File: src/rtl/cube_scan_scheduler_if.sv
// Frame source / display bus for the LED cube scan scheduler.
//   frame_valid  source offers a frame
//   frame_data   packed frame, layer k at [k*DATA_W +: DATA_W]
//   frame_ready  scheduler can take a frame into its shadow buffer
//   layer_sel    one-hot layer drive, zero while blanked
//   col_data     column drive for the active layer, zero while blanked
//   frame_done   one-cycle pulse at the end of the last layer's slot
// master = pattern source side, slave = scheduler side.
interface cube_scan_scheduler_if #(
  parameter int unsigned NUM_LAYERS = 6,
  parameter int unsigned DATA_W     = 36
);
  logic                         frame_valid;
  logic [NUM_LAYERS*DATA_W-1:0] frame_data;
  logic                         frame_ready;
  logic [NUM_LAYERS-1:0]        layer_sel;
  logic [DATA_W-1:0]            col_data;
  logic                         frame_done;

  modport master (
    output frame_valid, frame_data,
    input  frame_ready, layer_sel, col_data, frame_done
  );

  modport slave (
    input  frame_valid, frame_data,
    output frame_ready, layer_sel, col_data, frame_done
  );
endinterface

File: src/rtl/cube_scan_scheduler.sv
// Time-multiplexed layer scan controller for the LED cube.
// Each layer gets a slot of SLOT_CYC clocks: BLANK_CYC blanked clocks
// to suppress ghosting, then the layer's columns are driven. Frames are
// double-buffered; a new frame is swapped in only at a frame boundary.
// Ports:
//   clk_50MHz  system clock
//   reset      asynchronous, active-high
//   enable     scan run/stop
//   bus_if     frame handshake in, layer/column drive and frame_done out
module cube_scan_scheduler #(
  parameter int unsigned SLOT_CYC   = 90195,
  parameter int unsigned BLANK_CYC  = 500,
  parameter int unsigned NUM_LAYERS = 6,
  parameter int unsigned DATA_W     = 36
) (
  input  logic                   clk_50MHz,
  input  logic                   reset,
  input  logic                   enable,
  cube_scan_scheduler_if.slave   bus_if
);

  localparam int unsigned CTR_W   = (SLOT_CYC > 1) ? $clog2(SLOT_CYC) : 1;
  localparam int unsigned LIDX_W  = (NUM_LAYERS > 1) ? $clog2(NUM_LAYERS) : 1;
  localparam int unsigned FRAME_W = NUM_LAYERS * DATA_W;

  localparam logic [CTR_W-1:0]  BLANK_LAST = CTR_W'(BLANK_CYC - 1);
  localparam logic [CTR_W-1:0]  SLOT_LAST  = CTR_W'(SLOT_CYC - 1);
  localparam logic [LIDX_W-1:0] LAYER_LAST = LIDX_W'(NUM_LAYERS - 1);

  typedef enum logic [1:0] {
    IDLE  = 2'd0,
    BLANK = 2'd1,
    ON    = 2'd2
  } state_e;

  state_e               state_q, state_d;
  logic [CTR_W-1:0]     slot_ctr_q, slot_ctr_d;
  logic [LIDX_W-1:0]    layer_idx_q, layer_idx_d;
  logic [FRAME_W-1:0]   active_q, active_d;
  logic [FRAME_W-1:0]   shadow_q, shadow_d;
  logic                 pending_q, pending_d;
  logic                 ready_q, ready_d;
  logic [NUM_LAYERS-1:0] layer_sel_q, layer_sel_d;
  logic [DATA_W-1:0]    col_data_q, col_data_d;
  logic                 frame_done_q, frame_done_d;
  logic                 accept;
  logic                 swap;

  // State and datapath registers
  always_ff @(posedge clk_50MHz or posedge reset) begin
    if (reset) begin
      state_q      <= IDLE;
      slot_ctr_q   <= '0;
      layer_idx_q  <= '0;
      active_q     <= '0;
      shadow_q     <= '0;
      pending_q    <= 1'b0;
      ready_q      <= 1'b1;
      layer_sel_q  <= '0;
      col_data_q   <= '0;
      frame_done_q <= 1'b0;
    end else begin
      state_q      <= state_d;
      slot_ctr_q   <= slot_ctr_d;
      layer_idx_q  <= layer_idx_d;
      active_q     <= active_d;
      shadow_q     <= shadow_d;
      pending_q    <= pending_d;
      ready_q      <= ready_d;
      layer_sel_q  <= layer_sel_d;
      col_data_q   <= col_data_d;
      frame_done_q <= frame_done_d;
    end
  end

  // Next-state, buffer management and registered output values
  always_comb begin
    state_d      = state_q;
    slot_ctr_d   = slot_ctr_q;
    layer_idx_d  = layer_idx_q;
    active_d     = active_q;
    shadow_d     = shadow_q;
    pending_d    = pending_q;
    frame_done_d = 1'b0;
    layer_sel_d  = '0;
    col_data_d   = '0;
    swap         = 1'b0;
    accept       = bus_if.frame_valid & ready_q;

    case (state_q)
      IDLE: begin
        if (enable) begin
          state_d     = BLANK;
          slot_ctr_d  = '0;
          layer_idx_d = '0;
          swap        = pending_q;
        end
      end
      BLANK: begin
        if (!enable) begin
          state_d     = IDLE;
          slot_ctr_d  = '0;
          layer_idx_d = '0;
        end else begin
          slot_ctr_d = slot_ctr_q + CTR_W'(1);
          if (slot_ctr_q == BLANK_LAST) begin
            state_d = ON;
          end
        end
      end
      ON: begin
        if (!enable) begin
          state_d     = IDLE;
          slot_ctr_d  = '0;
          layer_idx_d = '0;
        end else if (slot_ctr_q == SLOT_LAST) begin
          state_d    = BLANK;
          slot_ctr_d = '0;
          if (layer_idx_q == LAYER_LAST) begin
            layer_idx_d  = '0;
            frame_done_d = 1'b1;
            swap         = pending_q;
          end else begin
            layer_idx_d = layer_idx_q + LIDX_W'(1);
          end
        end else begin
          slot_ctr_d = slot_ctr_q + CTR_W'(1);
        end
      end
      default: begin
        state_d     = IDLE;
        slot_ctr_d  = '0;
        layer_idx_d = '0;
      end
    endcase

    // Swap reads the old shadow, so a frame accepted on the same edge stays pending
    if (swap) begin
      active_d  = shadow_q;
      pending_d = 1'b0;
    end
    if (accept) begin
      shadow_d  = bus_if.frame_data;
      pending_d = 1'b1;
    end

    ready_d = ~pending_d;

    // Drive values are computed for the upcoming state so they are valid on the first ON cycle
    if (state_d == ON) begin
      layer_sel_d = NUM_LAYERS'(1) << layer_idx_d;
      for (int k = 0; k < int'(NUM_LAYERS); k++) begin
        if (layer_idx_d == LIDX_W'(k)) begin
          col_data_d = active_d[k*DATA_W +: DATA_W];
        end
      end
    end
  end

  assign bus_if.frame_ready = ready_q;
  assign bus_if.layer_sel   = layer_sel_q;
  assign bus_if.col_data    = col_data_q;
  assign bus_if.frame_done  = frame_done_q;

endmodule
File: src/flat_wrapper.sv
// flat-port wrapper written by rule: the top's interface ports become plain ports
module cube_scan_scheduler_flat 
#(
  parameter int unsigned SLOT_CYC   = 90195,
  parameter int unsigned BLANK_CYC  = 500,
  parameter int unsigned NUM_LAYERS = 6,
  parameter int unsigned DATA_W     = 36
)
  (clk_50MHz, reset, enable, bus_if_frame_valid, bus_if_frame_data, bus_if_frame_ready, bus_if_layer_sel, bus_if_col_data, bus_if_frame_done);
  cube_scan_scheduler_if #(.NUM_LAYERS(NUM_LAYERS), .DATA_W(DATA_W)) bus_if_i ();
  input  logic clk_50MHz;
  input  logic reset;
  input  logic enable;
  input wire logic [$bits(bus_if_i.frame_valid)-1:0] bus_if_frame_valid;
  input wire logic [$bits(bus_if_i.frame_data)-1:0] bus_if_frame_data;
  output wire logic [$bits(bus_if_i.frame_ready)-1:0] bus_if_frame_ready;
  output wire logic [$bits(bus_if_i.layer_sel)-1:0] bus_if_layer_sel;
  output wire logic [$bits(bus_if_i.col_data)-1:0] bus_if_col_data;
  output wire logic [$bits(bus_if_i.frame_done)-1:0] bus_if_frame_done;
  assign bus_if_i.frame_valid = bus_if_frame_valid;
  assign bus_if_i.frame_data = bus_if_frame_data;
  assign bus_if_frame_ready = bus_if_i.frame_ready;
  assign bus_if_layer_sel = bus_if_i.layer_sel;
  assign bus_if_col_data = bus_if_i.col_data;
  assign bus_if_frame_done = bus_if_i.frame_done;
  cube_scan_scheduler #(.SLOT_CYC(SLOT_CYC), .BLANK_CYC(BLANK_CYC), .NUM_LAYERS(NUM_LAYERS), .DATA_W(DATA_W)) u_core (.clk_50MHz(clk_50MHz), .reset(reset), .enable(enable), .bus_if(bus_if_i));
endmodule
File: config.mk
export PLATFORM = sky130hd
export DESIGN_NAME = cube_scan_scheduler_flat
export DESIGN_NICKNAME = d
export VERILOG_FILES = /design/src/rtl/cube_scan_scheduler_if.sv /design/src/rtl/cube_scan_scheduler.sv /design/src/flat_wrapper.sv
export SDC_FILE = /design/constraint.sdc
export NUM_CORES = 1
export LEC_CHECK = 0
export ABC_AREA = 1
export BUFFER_PORTS_ARGS = -buffer_cell sky130_fd_sc_hd__clkbuf_2
export CAP_MARGIN = 20
export CORE_MARGIN = 2
export CORE_UTILIZATION = 58
export CTS_CLUSTER_SIZE = 16
export DETAILED_ROUTE_END_ITERATION = 10
export HOLD_SLACK_MARGIN = 0.06
export PLACE_DENSITY = 0.8
export SLEW_MARGIN = 10
export SYNTH_ARGS = -nofsm -noshare
export SYNTH_HDL_FRONTEND = slang
export SYNTH_SLANG_ARGS = --single-unit
File: constraint.sdc
create_clock -name clk_50MHz -period 20.4 [get_ports clk_50MHz]
set_input_delay 1.02 -clock clk_50MHz [delete_from_list [all_inputs] [get_ports clk_50MHz]]
set_output_delay 1.02 -clock clk_50MHz [all_outputs]
set_load 0.03 [all_outputs]
**After elaboration in Yosys (flattened, before gate mapping)**

Index checks and enable logic that the tools add are counted.

- Input port bits: 220
- Output and inout bits: 44
- Word-level logic and storage cells: 66
- Flip-flop bits (word level): 499

- Muxes and demuxes: 37
- Bitwise gates (word level): 2
- Shift operators: 1
- Equality and inequality tests: 12
- Reductions and logical operators: 2
- Add/subtract/negate cells: 2

Operator list:

| cell | count |
|---|---|
| $mux 36 | 7 |
| $mux 216 | 1 |
| $mux 17 | 4 |
| $pmux 17 s3 | 1 |
| $add 17x1->17 const B | 1 |
| $eq 17x17->1 const B | 1 |
| $eq 17x9->1 const B | 1 |
| $mux 3 | 5 |
| $mux 1 | 10 |
| $mux 2 | 5 |
| $eq 3x3->1 const B | 3 |
| $pmux 3 s3 | 1 |
| $eq 3x2->1 const B | 2 |
| $mux 6 | 1 |
| $pmux 2 s3 | 1 |
| $shl 1x3->6 const A | 1 |
| $eq 2x2->1 const B | 2 |
| $add 3x1->3 const B | 1 |
| $eq 3x1->1 const B | 1 |
| $logic_not 3->1 | 1 |
| $eq 2x1->1 const B | 1 |
| $logic_not 2->1 | 1 |
| $ne 2x2->1 const B | 1 |
| $pmux 1 s2 | 1 |
| 2 further kinds | 2 |

**Longest topological paths before layout**

Gate-level depths: netlist of run 1.

- Depth in word-level cells: 13
- Mapped depth: 18

**Worst setup path after synthesis of run 1**

No wires, ideal clock.

- Path kind: input to register
- From: input enable
- To: register u_core.col_data_q[10] (netlist: u_core.bus_if.col_data[10])
- Data required time: 20.287 ns
- Stages: 13
- Setup time: 0.113 ns
- Buffers on the path: 1
- Slack: 18.011 ns
- Data arrival time: 2.276 ns
- Cells stage by stage: nor2_1 > nor2_1 > inv_1 > nand2_1 > a21oi_2 > inv_1 > nand3_2 > buf_4 > nor2_1 > nor2_1 > nand4_1 > nand2_1 > inv_1

- Word-level cells in the longest chain between the ends: 10
- Elaborated cells on any way between the ends: 26
- Those cells by class: 6 x eq/ne; 19 x mux; 1 x reduce/logical

Ends and longest elaborated chain:

| what | RTL line | RTL |
|---|---|---|
| start: declaration | flat_wrapper.sv:13 | `input logic enable;` |
| $mux 3 (tied with other cells) | cube_scan_scheduler.sv:112 | `if (!enable) begin` |
| $pmux 3 s3 / $pmux 1 s2 (equally long branches) | cube_scan_scheduler.sv:90 | `case (state_q)` |
| $logic_not 3->1 / $mux 216 (equally long branches) | cube_scan_scheduler.sv:153, cube_scan_scheduler.sv:138 |  |
| $mux 36 (6 in series) | cube_scan_scheduler.sv:153 | `if (layer_idx_d == LIDX_W'(k)) begin` |
| $mux 36 (*) | cube_scan_scheduler.sv:150 | `if (state_d == ON) begin` |
| net u_core.col_data_d[10] | cube_scan_scheduler.sv:44 | `logic [DATA_W-1:0] col_data_q, col_data_d;` |
| end signal: assignment | cube_scan_scheduler.sv:71 | `col_data_q <= col_data_d;` |
| end: declaration | cube_scan_scheduler.sv:44 |  |

The timed path passes the listed nets; every way through them passes the cells marked *.
A chain may end at the register's enable or synchronous reset.

**Worst setup path after layout of run 1**

- From: register u_core.slot_ctr_q[0]
- To: register u_core.col_data_q[16] (netlist: u_core.bus_if.col_data[16])

- Elaborated cells on any way between the ends: 28
- Those cells by class: 8 x eq/ne; 19 x mux; 1 x reduce/logical

RTL lines:

| what | RTL line | RTL |
|---|---|---|
| start: declaration | cube_scan_scheduler.sv:37 | `logic [CTR_W-1:0] slot_ctr_q, slot_ctr_d;` |
| start signal: assignment | cube_scan_scheduler.sv:64 | `slot_ctr_q <= slot_ctr_d;` |
| $eq 17x17->1 | cube_scan_scheduler.sv:116 | `end else if (slot_ctr_q == SLOT_LAST) begin` |
| $mux 1 | cube_scan_scheduler.sv:116 |  |
| $mux 1 | cube_scan_scheduler.sv:112 |  |
| $pmux 1 s2 | cube_scan_scheduler.sv:90 |  |
| $mux 216 | cube_scan_scheduler.sv:138 | `if (swap) begin` |
| net u_core.active_d[88] | cube_scan_scheduler.sv:39 | `logic [FRAME_W-1:0] active_q, active_d;` |
| $mux 36 (4 in series) | cube_scan_scheduler.sv:153 |  |
| $mux 36 | cube_scan_scheduler.sv:150 |  |
| net u_core.col_data_d[16] | cube_scan_scheduler.sv:44 |  |

The timed path passes the listed nets, and every way through them passes these cells.

==> run metrics, run 1 <==
pre-CTS setup slack=16100 ps; Antenna Cells=0; CP peak stage delay=between 600 and 700 ps; yosys warns=0; area of the multi-input gates=between 0.007 and 0.008 mm²; Worst R2R Start=u_core.slot_ctr_q[0]; Critical Path RT=approximately 21000 ps; Starting Density=between 50% and 60%; post-synthesis cell type count=36; Clock H-tree levels=2; I/O pins=264; Hold Crit Class=reg -> reg; Clock Path Buffers=3; ys flop type=dfrtp_1; commonest cells after routing, fill and taps aside=1110 x nand2_1, 498 x dfrtp_1, 316 x inv_1; CP bufs+invs=4; WHS Path Cells=2; final hold violation count=0; Final period util=between 10% and 20%; Die Ht=around 200 µm; CP Launch Point=u_core.slot_ctr_q[0]; # port buffers=around 260; post-synthesis async set-or-reset flop share=between 90% and 100%; RSZ-0062 raised after global routing=no; Mapped Cells=around 2700; Seq/Total Area, Yosys=about three fifths; max-slew violations=0; count of final setup violators=0; Max-slew headroom=a little over a quarter; Fmax=between 0.2 and 0.3 GHz; Leak=between 0.01 and 0.015 µW; FF-to-FF path depth=17; crit path time final=just under 4000 ps; vias in the first global route=between 15000 and 20000; RR Endpoint=u_core.bus_if.col_data[16]; actual slew at the worst max-slew pin=between 1000 and 1500 ps; synthesized flop and latch total=499; antenna violations before repair=1; EDFF count, synth=0; crit path DAT=around 4500 ps; clock skew=25.3 ps; Crit Path Category=reg -> reg; post-DP HPWL=around 37 mm; CP most frequent cell=nand2_1; final setup margin=16450 ps; CP startpoint kind=flip-flop; first-pass GRT wire length=89.8 mm; r2r setup slk=16450 ps; row cnt=70; Num Clock Sinks=between 400 and 500; largest net degree at the start of global routing=191; root buffer cell=clkbuf_16; Clock transition at path regs=~70 ps; worst hold path startpoint=u_core.active_q[166]; synthesized area=approximately 0.021 mm²; TritonRoute pass-1 iters=6; Routed Antenna Nets=0; crit path max-delay cell type=inv_2; setup TNS=0 ps; Detailed Route WL=roughly 57 mm; FF/Latch Area=around 0.012 mm²; commonest non-fill, non-tap cell in the layout=nand2_1; Starting DRT DRC Count=1644; Placed Area=about 0.023 mm²; DR WL/cell=roughly 17 µm; Area Growth Syn to Fin=14.5%; core area=approximately 0.037 mm²; P per Cell Area=141 mW/mm²; total power after layout=between 3000 and 4000 µW; Max FO, Critical Path=99; endpoint type of the worst setup path=flip-flop; status=finished clean; total die area=slightly below 0.04 mm²; Worst path depth=17; clk_lat worst skew=~580 ps; CTS hold repair buffers=0; gpl congestion=0.903; Max Cap Viol=0; setup bufs post-CTS=0; vias per cell=about 5.3; grt total ovfl=0; critical path cell sequence=inv_1 > ha_1 > nand2_1 > nor2_1 > nand2_1 > nor2_1 > nand4_2 > nand2_4 > nand2_8 > inv_2 > buf_4 > nand2_1 > nand2_1 > nand2_1 > nand4_1 > nand2_1 > inv_1; DRC Markers=0; post-route cell area=~0.025 mm²; DIE WIDTH=196 µm; WHS Endpoint=u_core.active_q[166]; VDD IR-drop max=0.0816 mV; Core Util, Final=between 60% and 70%; CTS buffer count=48; TritonCTS clock tree=yes; layout cells sized above 1=a little over an eighth; Top delay family on crit path=simple AND/OR/NAND/NOR gates; Fill cells=approximately 3000; Syn Nets=about 2900; Syn Area/Cell=approximately 8.1 µm²; Post-CTS Resized=0; detailed-route via count=around 18000; GRT Total Usage=a little under 30%; # nets final=~3100
[stage by stage]
step,std cells,hold WS (ps)
2_1_floorplan,2654,406
3_3_place_gp,3265,453
3_5_place_dp,3265,460
4_1_cts,3354,475
5_1_grt,3354,488
6_report,3354,473
[synthesized netlist by cell type, types with 2 or more instances]
cell	instances	area share [%]
a21oi_1	2	0.047
inv_2	7	0.12
nand2_4	3	0.16
nand3_1	118	2.8
inv_1	317	5.5
buf_1	4	0.070
ha_1	6	0.35
nor2_4	2	0.10
buf_2	45	1.0
clkbuf_1	65	1.1
buf_4	17	0.59
dfrtp_1	498	58
nand2_1	1112	19
buf_6	2	0.10
nand4_1	38	1.1
xor2_1	9	0.37
nor3_1	6	0.14
o21ai_0	113	2.6
nor2_8	2	0.19
nand3_2	3	0.14
o32ai_1	2	0.082
clkinv_1	2	0.035
o21ai_1	51	1.2
nand2_2	3	0.088
o22ai_1	9	0.26
nor2_1	207	3.6
nor4_1	2	0.058
[area by class of cell]
class	count	area share, %
multi-input combinational	1696	29.1
inverter	326	5.05
timing repair buffer	276	5.81
tap	468	2.38
clock buffer	70	5.89
sequential	499	50.9
clock inverter	19	0.938
[power breakdown]
part / total [µW] / leakage (µW) / switching (µW) / internal (µW)
logic: 982 / 0.00682 / 690 / 293
clock network: 936 / 0.000836 / 381 / 555
registers: 1540 / 0.00624 / 157 / 1390
total: 3460 / 0.0139 / 1230 / 2230
[cell families (layout without fill, tap and decap cells)]
| family | count (synthesis) | in the layout | share of synthesized area [%] |
|---|---|---|---|
| buffers and inverters | 459 | 691 | 8.66 |
| adders and majority gates | 6 | 6 | 0.350 |
| AOI/OAI and AO/OA | 180 | 180 | 4.34 |
| DFF | 499 | 499 | 58.2 |
| and+or+nand+nor | 1500 | 1500 | 28.0 |
| xor gates and xnor gates | 10 | 10 | 0.408 |
[worst max path at each step]
stage	end	slack, ps
3_3_place_gp	u_core.shadow_q[86]	16220
4_1_cts	u_core.bus_if.col_data[15]	16520
3_5_place_dp	u_core.shadow_q[86]	16100
6_report	u_core.bus_if.col_data[16]	16450
2_1_floorplan	u_core.active_q[0]	5450
5_1_grt	u_core.bus_if.col_data[15]	16100
[flip-flops by register name (all words and copies together) (netlist names)]
register / cells
u_core.active_q: 216
u_core.bus_if.col_data: 36
u_core.bus_if.frame_done: 1
u_core.bus_if.frame_ready: 1
u_core.bus_if.layer_sel: 6
u_core.layer_idx_q: 3
u_core.pending_q: 1
u_core.shadow_q: 216
u_core.slot_ctr_q: 17
u_core.state_q: 2
[layer usage]
| metal | global-route usage (%) | part of all wire, % | vias to the layer above |
|---|---|---|---|
| li1 | - | - | 8395 |
| met1 | 44.7 | 45 | 8453 |
| met2 | 41.5 | 43 | 808 |
| met3 | 7.19 | 9.4 | 110 |
| met4 | 10.6 | 3.0 | 0 |
| met5 | 0 | 0 | - |
[worst register-to-register path, cell delays in order (launching register included)]
cell,delay (ps)
dfrtp_1,390
inv_1,90
ha_1,150
nand2_1,70
nor2_1,110
nand2_1,60
nor2_1,180
nand4_2,160
nand2_4,310
nand2_8,440
inv_2,690
buf_4,590
nand2_1,110
nand2_1,120
nand2_1,100
nand4_1,190
nand2_1,70
inv_1,60
Power figures use the tool's default switching activity.
==> run 2, diff against run 1 <==
--- a/config.mk
+++ b/config.mk
@@ -9,11 +9,11 @@
 export BUFFER_PORTS_ARGS = -buffer_cell sky130_fd_sc_hd__clkbuf_2
 export CAP_MARGIN = 20
 export CORE_MARGIN = 2
-export CORE_UTILIZATION = 58
+export CORE_UTILIZATION = 53
 export CTS_CLUSTER_SIZE = 16
 export DETAILED_ROUTE_END_ITERATION = 10
 export HOLD_SLACK_MARGIN = 0.06
-export PLACE_DENSITY = 0.8
+export PLACE_DENSITY = 0.77
 export SLEW_MARGIN = 10
 export SYNTH_ARGS = -nofsm -noshare
 export SYNTH_HDL_FRONTEND = slang
==> constraint.sdc (replaced) <==
create_clock -name clk_50MHz -period 3.6 [get_ports clk_50MHz]
set_input_delay 0.18 -clock clk_50MHz [delete_from_list [all_inputs] [get_ports clk_50MHz]]
set_output_delay 0.18 -clock clk_50MHz [all_outputs]
set_load 0.03 [all_outputs]
==> run metrics, run 2 (synthesis results as in run 1) <==
status=finished clean; gpl congestion=approximately 0.91; grt total ovfl=0; RSZ-0062 raised after global routing=no; Inst Count DP=3338; vias per cell=~5.2; post-DP HPWL=38.0 mm; area of the multi-input gates=0.00714 mm²; endpoint type of the worst setup path=flip-flop; vias in the first global route=about 19000; Clock Path Buffers=3; DIE WIDTH=about 210 µm; Clock H-tree levels=2; commonest non-fill, non-tap cell in the layout=nand2_1; Area Growth Syn to Fin=27.2%; row cnt=73; Critical Path RT=4090 ps; core area=roughly 0.04 mm²; VDD IR-drop max=0.450 mV; # nets final=between 3000 and 4000; final hold violation count=0; DR WL/cell=~17 µm; total die area=around 0.042 mm²; # port buffers=~260; count of final setup violators=0; Clock transition at path regs=around 60 ps; root buffer cell=clkbuf_16; TritonCTS clock tree=yes; P per Cell Area=approximately 750 mW/mm²; Routed Antenna Nets=0; CTS buffer count=between 50 and 60; Crit Path Category=reg -> reg; setup TNS=0 ps; Hold Crit Class=in -> reg; Leak=about 0.015 µW; Starting DRT DRC Count=roughly 1600; Fill cells=3064; max-slew violations=0; Detailed Route WL=around 64 mm; largest net degree at the start of global routing=between 100 and 150; Max FO, Critical Path=37; actual slew at the worst max-slew pin=about 930 ps; commonest cells after routing, fill and taps aside=1110 x nand2_1, 498 x dfrtp_1, 316 x inv_1; TritonRoute pass-1 iters=5; Max Cap Viol=0; Num Clock Sinks=approximately 500; detailed-route via count=19000; Max-slew headroom=roughly 38%; FF/Latch Area=roughly 0.012 mm²; CP startpoint kind=flip-flop; critical path cell sequence=inv_1 > ha_1 > inv_1 > nor2_1 > nor2_1 > inv_1 > nand2_1 > nand2_1 > nand3_2 > nor2_8 > nand2_4 > nor2_1 > nor2_1 > nand2_1 > inv_1; first-pass GRT wire length=roughly 100 mm; DRC Markers=0; clk_lat worst skew=~600 ps; Starting Density=a little over half; I/O pins=264; crit path max-delay cell type=nor2_8; Final period util=between 90% and 100%; layout cells sized above 1=a little over an eighth; Fmax=0.308 GHz; GRT Total Usage=a little under a third; crit path time final=between 3000 and 4000 ps; antenna violations before repair=0; r2r setup slk=between 300 and 400 ps; Die Ht=approximately 200 µm; crit path DAT=about 3700 ps; CP bufs+invs=4; CP peak stage delay=~540 ps; Top delay family on crit path=simple AND/OR/NAND/NOR gates; Post-CTS Resized=0; Final Instance Count excl. Fillers=between 3000 and 4000; clock skew=roughly 23 ps
[run 2: changes by cell type in the layout (fill, tap and decap cells not counted), sizes merged]
cell | before | now
clkbuf | 333 | 335
bufinv | 5 | 8
buf | 13 | 29
clkinv | 12 | 16
diode | 0 | 1
inv | 327 | 325
dlygate4sd3 | 0 | 220
[run 2: report_power, final]
part	switching [µW]	internal (µW)	total, µW
clock	2270	3510	5780
combinational	4090	1910	6000
sequential	924	7850	8780
[run 2: stage by stage]
step	hold slack [ps]	area [µm²]	setup slack (ps)	power [µW]	utilization (%)
after detailed placement	293	23200	424	14400	58.3
after global routing	225	27300	42.0	21800	68.5
final	172	27300	349	20600	68.5
after global placement	294	23200	489	14100	58.3
after floorplan	290	21500	-3350	12600	-
after CTS	160	27300	388	20400	68.5
[run 2: layout make-up]
| type | count | share of cell area [%] |
|---|---|---|
| clock buffer | 72 | 5.56 |
| timing repair buffer | 512 | 14.3 |
| tap | 525 | 2.41 |
| clock inverter | 24 | 1.24 |
| antenna | 1 | 0.00917 |
| inverter | 326 | 4.53 |
| multi-input combinational | 1696 | 26.2 |
| sequential | 499 | 45.8 |
[run 2: repair_timing]
action,CTS,global route
hold endpoints to repair,237,0
buffers inserted,0,0
hold buffers,220,0
[run 2: worst paths after layout]
path                       depth (start not counted)                from                    endpoint
setup reg to reg                                  15   u_core.state_q[0]  u_core.bus_if.col_data[31]
min in group asynchronous                          3               reset         u_core.shadow_q[32]
max in group asynchronous                          4               reset        u_core.shadow_q[118]
setup / recovery                                  15   u_core.state_q[0]  u_core.bus_if.col_data[31]
hold reg to reg                                    1    u_core.pending_q   u_core.bus_if.frame_ready
hold / removal                                     5  bus_if_frame_valid        u_core.shadow_q[173]
[run 2: routing by layer]
layer / wire (µm) / up-vias / global-route usage, %
met5: 0 / - / 0
li1: - / 8894 / -
met2: 29200 / 811 / 47.4
met4: 2080 / 0 / 11.8
met1: 27200 / 9149 / 42.7
met3: 5160 / 146 / 6.49
[run 2: worst reg2reg max path, stage by stage, from the launching register on]
cell	delay [ps]
dfrtp_1	420
inv_1	120
ha_1	190
inv_1	60
nor2_1	250
nor2_1	100
inv_1	90
nand2_1	70
nand2_1	110
nand3_2	160
nor2_8	540
nand2_4	520
nor2_1	320
nor2_1	80
nand2_1	90
inv_1	40
